--- src/rtl/life_gen_engine.sv ---
// Row-at-a-time Game of Life (B3/S23) engine over a 4 x WIDTH grid with a double-buffered next generation.
// Define LIFE_TORUS_EN to wrap column neighbours; rows always wrap mod 4.
module life_gen_engine #(
  parameter int WIDTH = 8
) (
  input  logic                 clk,
  input  logic                 rst,
  input  logic                 run,
  input  logic [1:0]           pos,
  input  logic                 write_mem,
  input  logic                 load,
  input  logic [1:0]           load_row,
  input  logic [WIDTH-1:0]     load_data,
  output logic [4*WIDTH-1:0]   grid_out,
  output logic                 stage_valid,
  output logic [7:0]           generation,
  output logic                 gen_done,
  output logic                 commit_err
);

  logic [WIDTH-1:0] cur [4];
  logic [WIDTH-1:0] nxt [4];
  logic [WIDTH-1:0] stage;
  logic [1:0]       stage_pos;
  logic [3:0]       mask;

  logic [WIDTH-1:0] row_up, row_mid, row_dn;
  logic [WIDTH+1:0] ext_up, ext_mid, ext_dn;
  logic [WIDTH-1:0] next_row;
  logic [3:0]       cnt;

  logic             commit;
  logic [3:0]       mask_after;
  logic             swap;

  assign row_up  = cur[pos - 2'd1];
  assign row_mid = cur[pos];
  assign row_dn  = cur[pos + 2'd1];

  // Rows padded with the column -1 (bit 0) and column WIDTH (top bit) neighbours.
`ifdef LIFE_TORUS_EN
  assign ext_up  = {row_up[0],  row_up,  row_up[WIDTH-1]};
  assign ext_mid = {row_mid[0], row_mid, row_mid[WIDTH-1]};
  assign ext_dn  = {row_dn[0],  row_dn,  row_dn[WIDTH-1]};
`else
  assign ext_up  = {1'b0, row_up,  1'b0};
  assign ext_mid = {1'b0, row_mid, 1'b0};
  assign ext_dn  = {1'b0, row_dn,  1'b0};
`endif

  always_comb begin
    next_row = '0;
    cnt      = '0;
    for (int unsigned c = 0; c < WIDTH; c++) begin
      cnt = {3'b000, ext_up[c]}  + {3'b000, ext_up[c+1]}  + {3'b000, ext_up[c+2]}
          + {3'b000, ext_mid[c]}                          + {3'b000, ext_mid[c+2]}
          + {3'b000, ext_dn[c]}  + {3'b000, ext_dn[c+1]}  + {3'b000, ext_dn[c+2]};
      next_row[c] = (cnt == 4'd3) || (row_mid[c] && (cnt == 4'd2));
    end
  end

  assign commit     = write_mem && stage_valid;
  assign mask_after = mask | (4'b0001 << stage_pos);
  assign swap       = commit && (mask_after == 4'hF);

  always_ff @(posedge clk) begin
    if (rst) begin
      for (int unsigned r = 0; r < 4; r++) begin
        cur[r] <= '0;
        nxt[r] <= '0;
      end
      stage       <= '0;
      stage_pos   <= '0;
      mask        <= '0;
      stage_valid <= 1'b0;
      gen_done    <= 1'b0;
      commit_err  <= 1'b0;
      generation  <= '0;
    end else begin
      gen_done <= 1'b0;
      if (load) begin
        cur[load_row] <= load_data;
        mask          <= '0;
        stage_valid   <= 1'b0;
        generation    <= '0;
      end else begin
        if (write_mem && !stage_valid)
          commit_err <= 1'b1;
        if (commit) begin
          nxt[stage_pos] <= stage;
          // The completing row bypasses nxt so all four rows land in cur on this edge.
          if (swap) begin
            for (int unsigned r = 0; r < 4; r++)
              cur[r] <= (2'(r) == stage_pos) ? stage : nxt[r];
            mask       <= '0;
            generation <= generation + 8'd1;
            gen_done   <= 1'b1;
          end else begin
            mask <= mask_after;
          end
        end
        if (run) begin
          stage       <= next_row;
          stage_pos   <= pos;
          stage_valid <= 1'b1;
        end else if (commit) begin
          stage_valid <= 1'b0;
        end
      end
    end
  end

  always_comb begin
    grid_out = '0;
    for (int unsigned r = 0; r < 4; r++)
      grid_out[r*WIDTH +: WIDTH] = cur[r];
  end

endmodule
--- config.mk ---
export PLATFORM = sky130hd
export DESIGN_NAME = life_gen_engine
export DESIGN_NICKNAME = d
export VERILOG_FILES = /design/src/rtl/life_gen_engine.sv
export SDC_FILE = /design/constraint.sdc
export NUM_CORES = 1
export LEC_CHECK = 0
export BUFFER_PORTS_ARGS = -buffer_cell sky130_fd_sc_hd__buf_2
export CAP_MARGIN = 10
export CELL_PAD_IN_SITES_DETAIL_PLACEMENT = 2
export CELL_PAD_IN_SITES_GLOBAL_PLACEMENT = 2
export CORE_MARGIN = 3
export CORE_UTILIZATION = 42
export CTS_CLUSTER_DIAMETER = 60
export DETAILED_ROUTE_END_ITERATION = 6
export PLACE_DENSITY = 0.93
export SLEW_MARGIN = 20
export SYNTH_ARGS = -nofsm -noshare
export SYNTH_HDL_FRONTEND = slang
export SYNTH_SLANG_ARGS = --single-unit
export TNS_END_PERCENT = 100
--- constraint.sdc ---
create_clock -name clk -period 6.96 [get_ports clk]
set_clock_uncertainty 0.15 [all_clocks]
set_input_delay 0.696 -clock clk [delete_from_list [all_inputs] [get_ports clk]]
set_output_delay 0.696 -clock clk [all_outputs]
set_load 0.01 [all_outputs]
Yosys cells after proc, flatten, opt, wreduce, memory -nomap -nowiden
Memories as Yosys holds them, arrays and structs flattened.
Cells that the tools add are included.
Widths: inputs -> output; s select.
{"block": "totals", "ff_bits": 25, "ram_bits": 64, "output_inout_bits": 43, "memories": 2}
{"block": "op_classes", "n_addsub": 52, "n_eq_ne": 20, "n_shift": 1, "mux": 31, "bitwise_logic": 6, "reduce_logical": 28}
{"name": "cur", "words": 4, "width": 8, "rd": 7, "rd_ports_with_merged_regs": 0, "wr": 4, "line": "21", "rtl": "logic [WIDTH-1:0] cur [4];"}
{"name": "nxt", "words": 4, "width": 8, "rd": 4, "rd_ports_with_merged_regs": 0, "wr": 4, "line": "22", "rtl": "logic [WIDTH-1:0] nxt [4];"}
{"operator": "$add 4x1->4", "count": 28}
{"operator": "$mux 8", "count": 10}
{"operator": "$eq 4x2->1 const B", "count": 16}
{"operator": "$add 3x1->4", "count": 7}
{"operator": "$add 2x1->3", "count": 7}
{"operator": "$mux 1", "count": 18}
{"operator": "$reduce_or 8->1", "count": 2}
{"operator": "$add 1x1->2", "count": 7}
{"operator": "$logic_and 1x1->1", "count": 11}
{"operator": "$add 8x1->8 const B", "count": 1}
{"operator": "$logic_or 1x1->1", "count": 8}
{"operator": "$reduce_and 2->1", "count": 3}
{"operator": "$eq 2x2->1 const A", "count": 2}
{"operator": "$eq 4x4->1 const B", "count": 1}
{"operator": "$mux 2", "count": 2}
{"operator": "$mux 4", "count": 1}
{"operator": "$or 1x1->1", "count": 4}
{"operator": "$or 4x4->4", "count": 1}
{"operator": "$shl 1x2->4 const A", "count": 1}
{"operator": "$add 2x1->2 const B", "count": 1}
{"operator": "$eq 1x2->1 const A", "count": 1}
{"operator": "$logic_not 2->1", "count": 1}
{"operator": "$reduce_bool 2->1", "count": 1}
{"operator": "$reduce_or 2->1", "count": 1}
{"operator": "3 further kinds", "count": 3}

Depth between registers and ports, before layout
An unclocked memory read counts as a cell.
{"block": "logic_depth", "depth_word": 12, "depth_mapped": 16, "mapped_depth_nobuf": 13}

Least setup slack after synthesis
OpenSTA, ideal clock, no wires.
{"block": "synth_timing", "path_kind": "input -> register", "start": "input pos[0]", "end": "register stage[6]", "setup_ns": 0.121, "arrival_ns": 4.302, "path_slack_ns": 2.388, "path_stages": 16, "path_cell_list": "buf_2 buf_2 buf_2 mux2i_1 nand2_1 o21ai_0 fa_1 fa_1 fa_1 inv_1 ha_1 fa_1 nand3_1 o21ai_0 o2111ai_1 nand2_1"}
{"block": "synth_via", "elab_chain_len": 12, "word_cells_on_any_way": 14}
{"item": "start: declaration", "line": "9", "rtl": "input logic [1:0] pos,"}
{"item": "$sub 2x1->2", "line": "36", "rtl": "assign row_up = cur[pos - 2'd1];"}
{"item": "$mem_v2 4x8 *"}
{"item": "$add 1x1->2", "line": "55", "rtl": "cnt = {3'b000, ext_up[c]} + {3'b000, ext_up[c+1]} + {3'b000, ext_up[c+2]}"}
{"item": "$add 2x1->3", "line": "55"}
{"item": "$add 3x1->4", "line": "56", "rtl": "+ {3'b000, ext_mid[c]} + {3'b000, ext_mid[c+2]}"}
{"item": "$add 4x1->4", "line": "56"}
{"item": "$add 4x1->4 (3 in a row)", "line": "57", "rtl": "+ {3'b000, ext_dn[c]} + {3'b000, ext_dn[c+1]} + {3'b000, ext_dn[c+2]};"}
{"item": "$eq 4x2->1", "line": "58", "rtl": "next_row[c] = (cnt == 4'd3) || (row_mid[c] && (cnt == 4'd2));"}
{"item": "$logic_and 1x1->1", "line": "58"}
{"item": "$logic_or 1x1->1 *", "line": "58"}
{"item": "end signal: assignment", "line": "103", "rtl": "stage <= next_row;"}
{"item": "end: declaration", "line": "23", "rtl": "logic [WIDTH-1:0] stage;"}
Mark *: on every way between the ends. The rest lies on a longest branch, timed or not.
A chain may end at the register's enable or synchronous reset.

Final worst setup path
{"block": "layout_timing", "start": "input pos[0]", "end": "register stage[3]"}
The elaborated chain is that of the path after synthesis.

==> flow_metrics.env <==
export IMPL_ctsResizeCount=0
export IMPL_wl_met3_um=669
export IMPL_top_layer_used="met4"
export IMPL_syn_nets=597
export IMPL_fin_nets=645
export IMPL_cp_cell_sequence="buf_2 -> mux2_2 -> o21ai_0 -> fa_1 -> fa_1 -> inv_1 -> fa_1 -> ha_1 -> fa_1 -> o21ai_0 -> o2111ai_1 -> nand2_1"
export IMPL_power_density_nw_per_um2=261
export IMPL_row_count=41
export IMPL_boundaryPins=60
export IMPL_gp_congestion=0.826
export IMPL_first_pass_iters=4
export IMPL_cts_root_buffer="clkbuf_16"
export IMPL_post_route_cells_drive_above_1_share=0.199
export IMPL_antenna_left=0
export IMPL_ir_drop_uv=191
export IMPL_vias=4342
export IMPL_status="completed"
export IMPL_drt_wirelength_per_cell_um=25.6
export IMPL_period_minus_slack_ns=4.96
export IMPL_cts_buffers=9
export IMPL_yosysSeqAreaShare=0.428
export IMPL_routed_wl_met2_mm=10.2
export IMPL_finalCritPeriodShare=0.713
export IMPL_cp_start_kind="input pin"
export IMPL_wl_mm=19.3
export IMPL_grt_max_degree=34
export IMPL_tightest_slew_ns=1.06
export IMPL_gr_total_overflow=0
export IMPL_crit_required_ns=7.11
export IMPL_clk_pin_slew_ns=0.07
export IMPL_antenna_found_initial=0
export IMPL_grt_pass1_vias=4969
export IMPL_cts_tree="built"
export IMPL_final_cell_mix="nand2_1 (74), edfxtp_1 (64), buf_2 (59)"
export IMPL_worst_ep_arrival_time_ns=5.11
export IMPL_setup_viol=0
export IMPL_grt_pass1_wl_mm=30.2
export IMPL_wl_met1_mm=7.93
export IMPL_critPathMostFrequentCell="fa_1"
export IMPL_maxCapViolCount=0
export IMPL_synth_edf_count=64
export IMPL_async_flop_share=0
export IMPL_fp_dieW_um=122
export IMPL_drc=0
export IMPL_cpPeakStageDelay_ns=0.56
export IMPL_finalSetupTns_ns=0
export IMPL_routed_via_density=5.74
export IMPL_hold_violations=0
export IMPL_syn_inst=531
export IMPL_final_util=0.495
export IMPL_io_buffers=59
export IMPL_syn_to_final_growth_pct=12.6
export IMPL_yosysWarnings=0
export IMPL_final_common_cell="nand2_1"
export IMPL_synth_top_area_share=0.339
export IMPL_slowest_stage="o21ai_0"
export IMPL_synth_area_leaders="edfxtp_1 (34%), fa_1 (9.9%), dfxtp_1 (8.8%)"
export IMPL_end_kind="register"
export IMPL_cts_setup_buffers=0
export IMPL_path_class="in -> reg"
export IMPL_fmax_mhz=201
export IMPL_ys_types=46
export IMPL_power_leakage_nw=2.85
export IMPL_die_h_um=122
export IMPL_dp_hpwl_mm=14.4
export IMPL_start_util=0.440
export IMPL_path_buf_inv=2
export IMPL_drt_iter0_drc=296
export IMPL_clk_latency_ns=0.35
export IMPL_fp_coreArea_um2=12900
export IMPL_antenna_cells=0
export IMPL_cts_hold_buf=0
export IMPL_grt_setup_unrepaired="false"
export IMPL_cts_sinks=89
export IMPL_clockBufferDepth=2
export IMPL_maxSlewHeadroom=0.289
export IMPL_syn_cell_area_um2=5660
export IMPL_synth_flop_cell="edfxtp_1"
export IMPL_critical_path_top_delay_family="adder cells"
export IMPL_htreeDepth=3
export IMPL_synth_largest_area_cell="edfxtp_1"
export IMPL_dieArea_um2=14900
export IMPL_holdCritPathClass="reg -> reg"
export IMPL_grt_usage=0.271
export IMPL_ys_ff_latch=89
export IMPL_maxSlewViolCount=0
export IMPL_postSynthAreaPerCell_um2=10.7
export IMPL_critPathMaxFanout=25
[synthesized netlist by cell type, types with 4 or more instances]
library cell,instances
inv_1,55
o2111ai_1,7
clkbuf_1,11
mux4_2,8
nor2b_1,4
a21oi_1,15
ha_1,21
nor2_1,19
and2_1,17
and3_1,18
edfxtp_1,64
xnor2_1,4
nand2_1,74
dfxtp_1,25
mux2i_1,42
o21ai_0,47
buf_2,6
or2_2,12
nand2b_1,5
nand3_1,10
fa_1,28
mux2_2,9
[stage by stage]
stage / std cells / cell area (um^2) / worst slack [ns] / hold WS, ns / power (mW)
global placement: 740 / 6070 / 2.14 / 0.302 / 1.06
floorplan: 531 / 5660 / 2.39 / 0.306 / 0.958
global route: 756 / 6380 / 1.86 / 0.380 / 1.76
CTS: 756 / 6370 / 2.02 / 0.353 / 1.68
detailed placement: 740 / 6070 / 1.64 / 0.341 / 1.15
finish: 756 / 6380 / 2.00 / 0.350 / 1.67
[tightest hold or removal path, stage by stage (launching register included)]
cell	delay, ns
dfxtp_1	0.33
inv_1	0.06
a211oi_1	0.06
[sequential cells by signal, indices dropped and copies added, names as in the netlist]
| signal | cells |
|---|---|
| stage_valid | 1 |
| stage_pos | 2 |
| mask | 4 |
| nxt | 32 |
| stage | 8 |
| cur | 32 |
| gen_done | 1 |
| generation | 8 |
| commit_err | 1 |
[layout make-up]
class                           count  area [um^2]
Multi-Input combinational cell    364         2930
Tap cell                          172          215
Fill cell                        1319         6500
Timing Repair Buffer               60          303
Clock inverter                      6         75.1
Clock buffer                       10          229
Sequential cell                    89         2420
Inverter                           55          206
[metal layers]
metal	GRT usage	vias to the layer above
li1	-	1936
met5	0	-
met1	0.333	2239
met4	0.0896	0
met2	0.488	116
met3	0.0427	51
[kinds of logic after synthesis]
| group | after synthesis | synth area share |
|---|---|---|
| AND/OR/NAND/NOR | 169 | 0.145 |
| flip-flops | 89 | 0.428 |
| AO/OA/AOI/OAI | 83 | 0.0952 |
| buffers and inverters | 78 | 0.0570 |
| multiplexers | 59 | 0.124 |
| adder cells (fa/ha/maj) | 49 | 0.145 |
| XOR/XNOR | 4 | 0.00618 |
[worst paths after layout]
kind / slack [ns] / startpoint / cells past startpoint / end
setup / recovery: 2.00 / pos[0] / 12 / stage[3]$_SDFFE_PP0P_
hold / removal: 0.35 / mask[3]$_SDFFE_PP0P_ / 2 / mask[3]$_SDFFE_PP0P_
setup reg to reg: 2.53 / cur[3][2]$_DFFE_PP_ / 11 / stage[3]$_SDFFE_PP0P_
hold reg to reg: 0.35 / mask[3]$_SDFFE_PP0P_ / 2 / mask[3]$_SDFFE_PP0P_
[power breakdown]
| part | internal [mW] | switching (mW) |
|---|---|---|
| Combinational | 0.205 | 0.302 |
| Sequential | 0.597 | 0.0455 |
| Clock | 0.284 | 0.234 |
(Power assumes the default switching activity.)
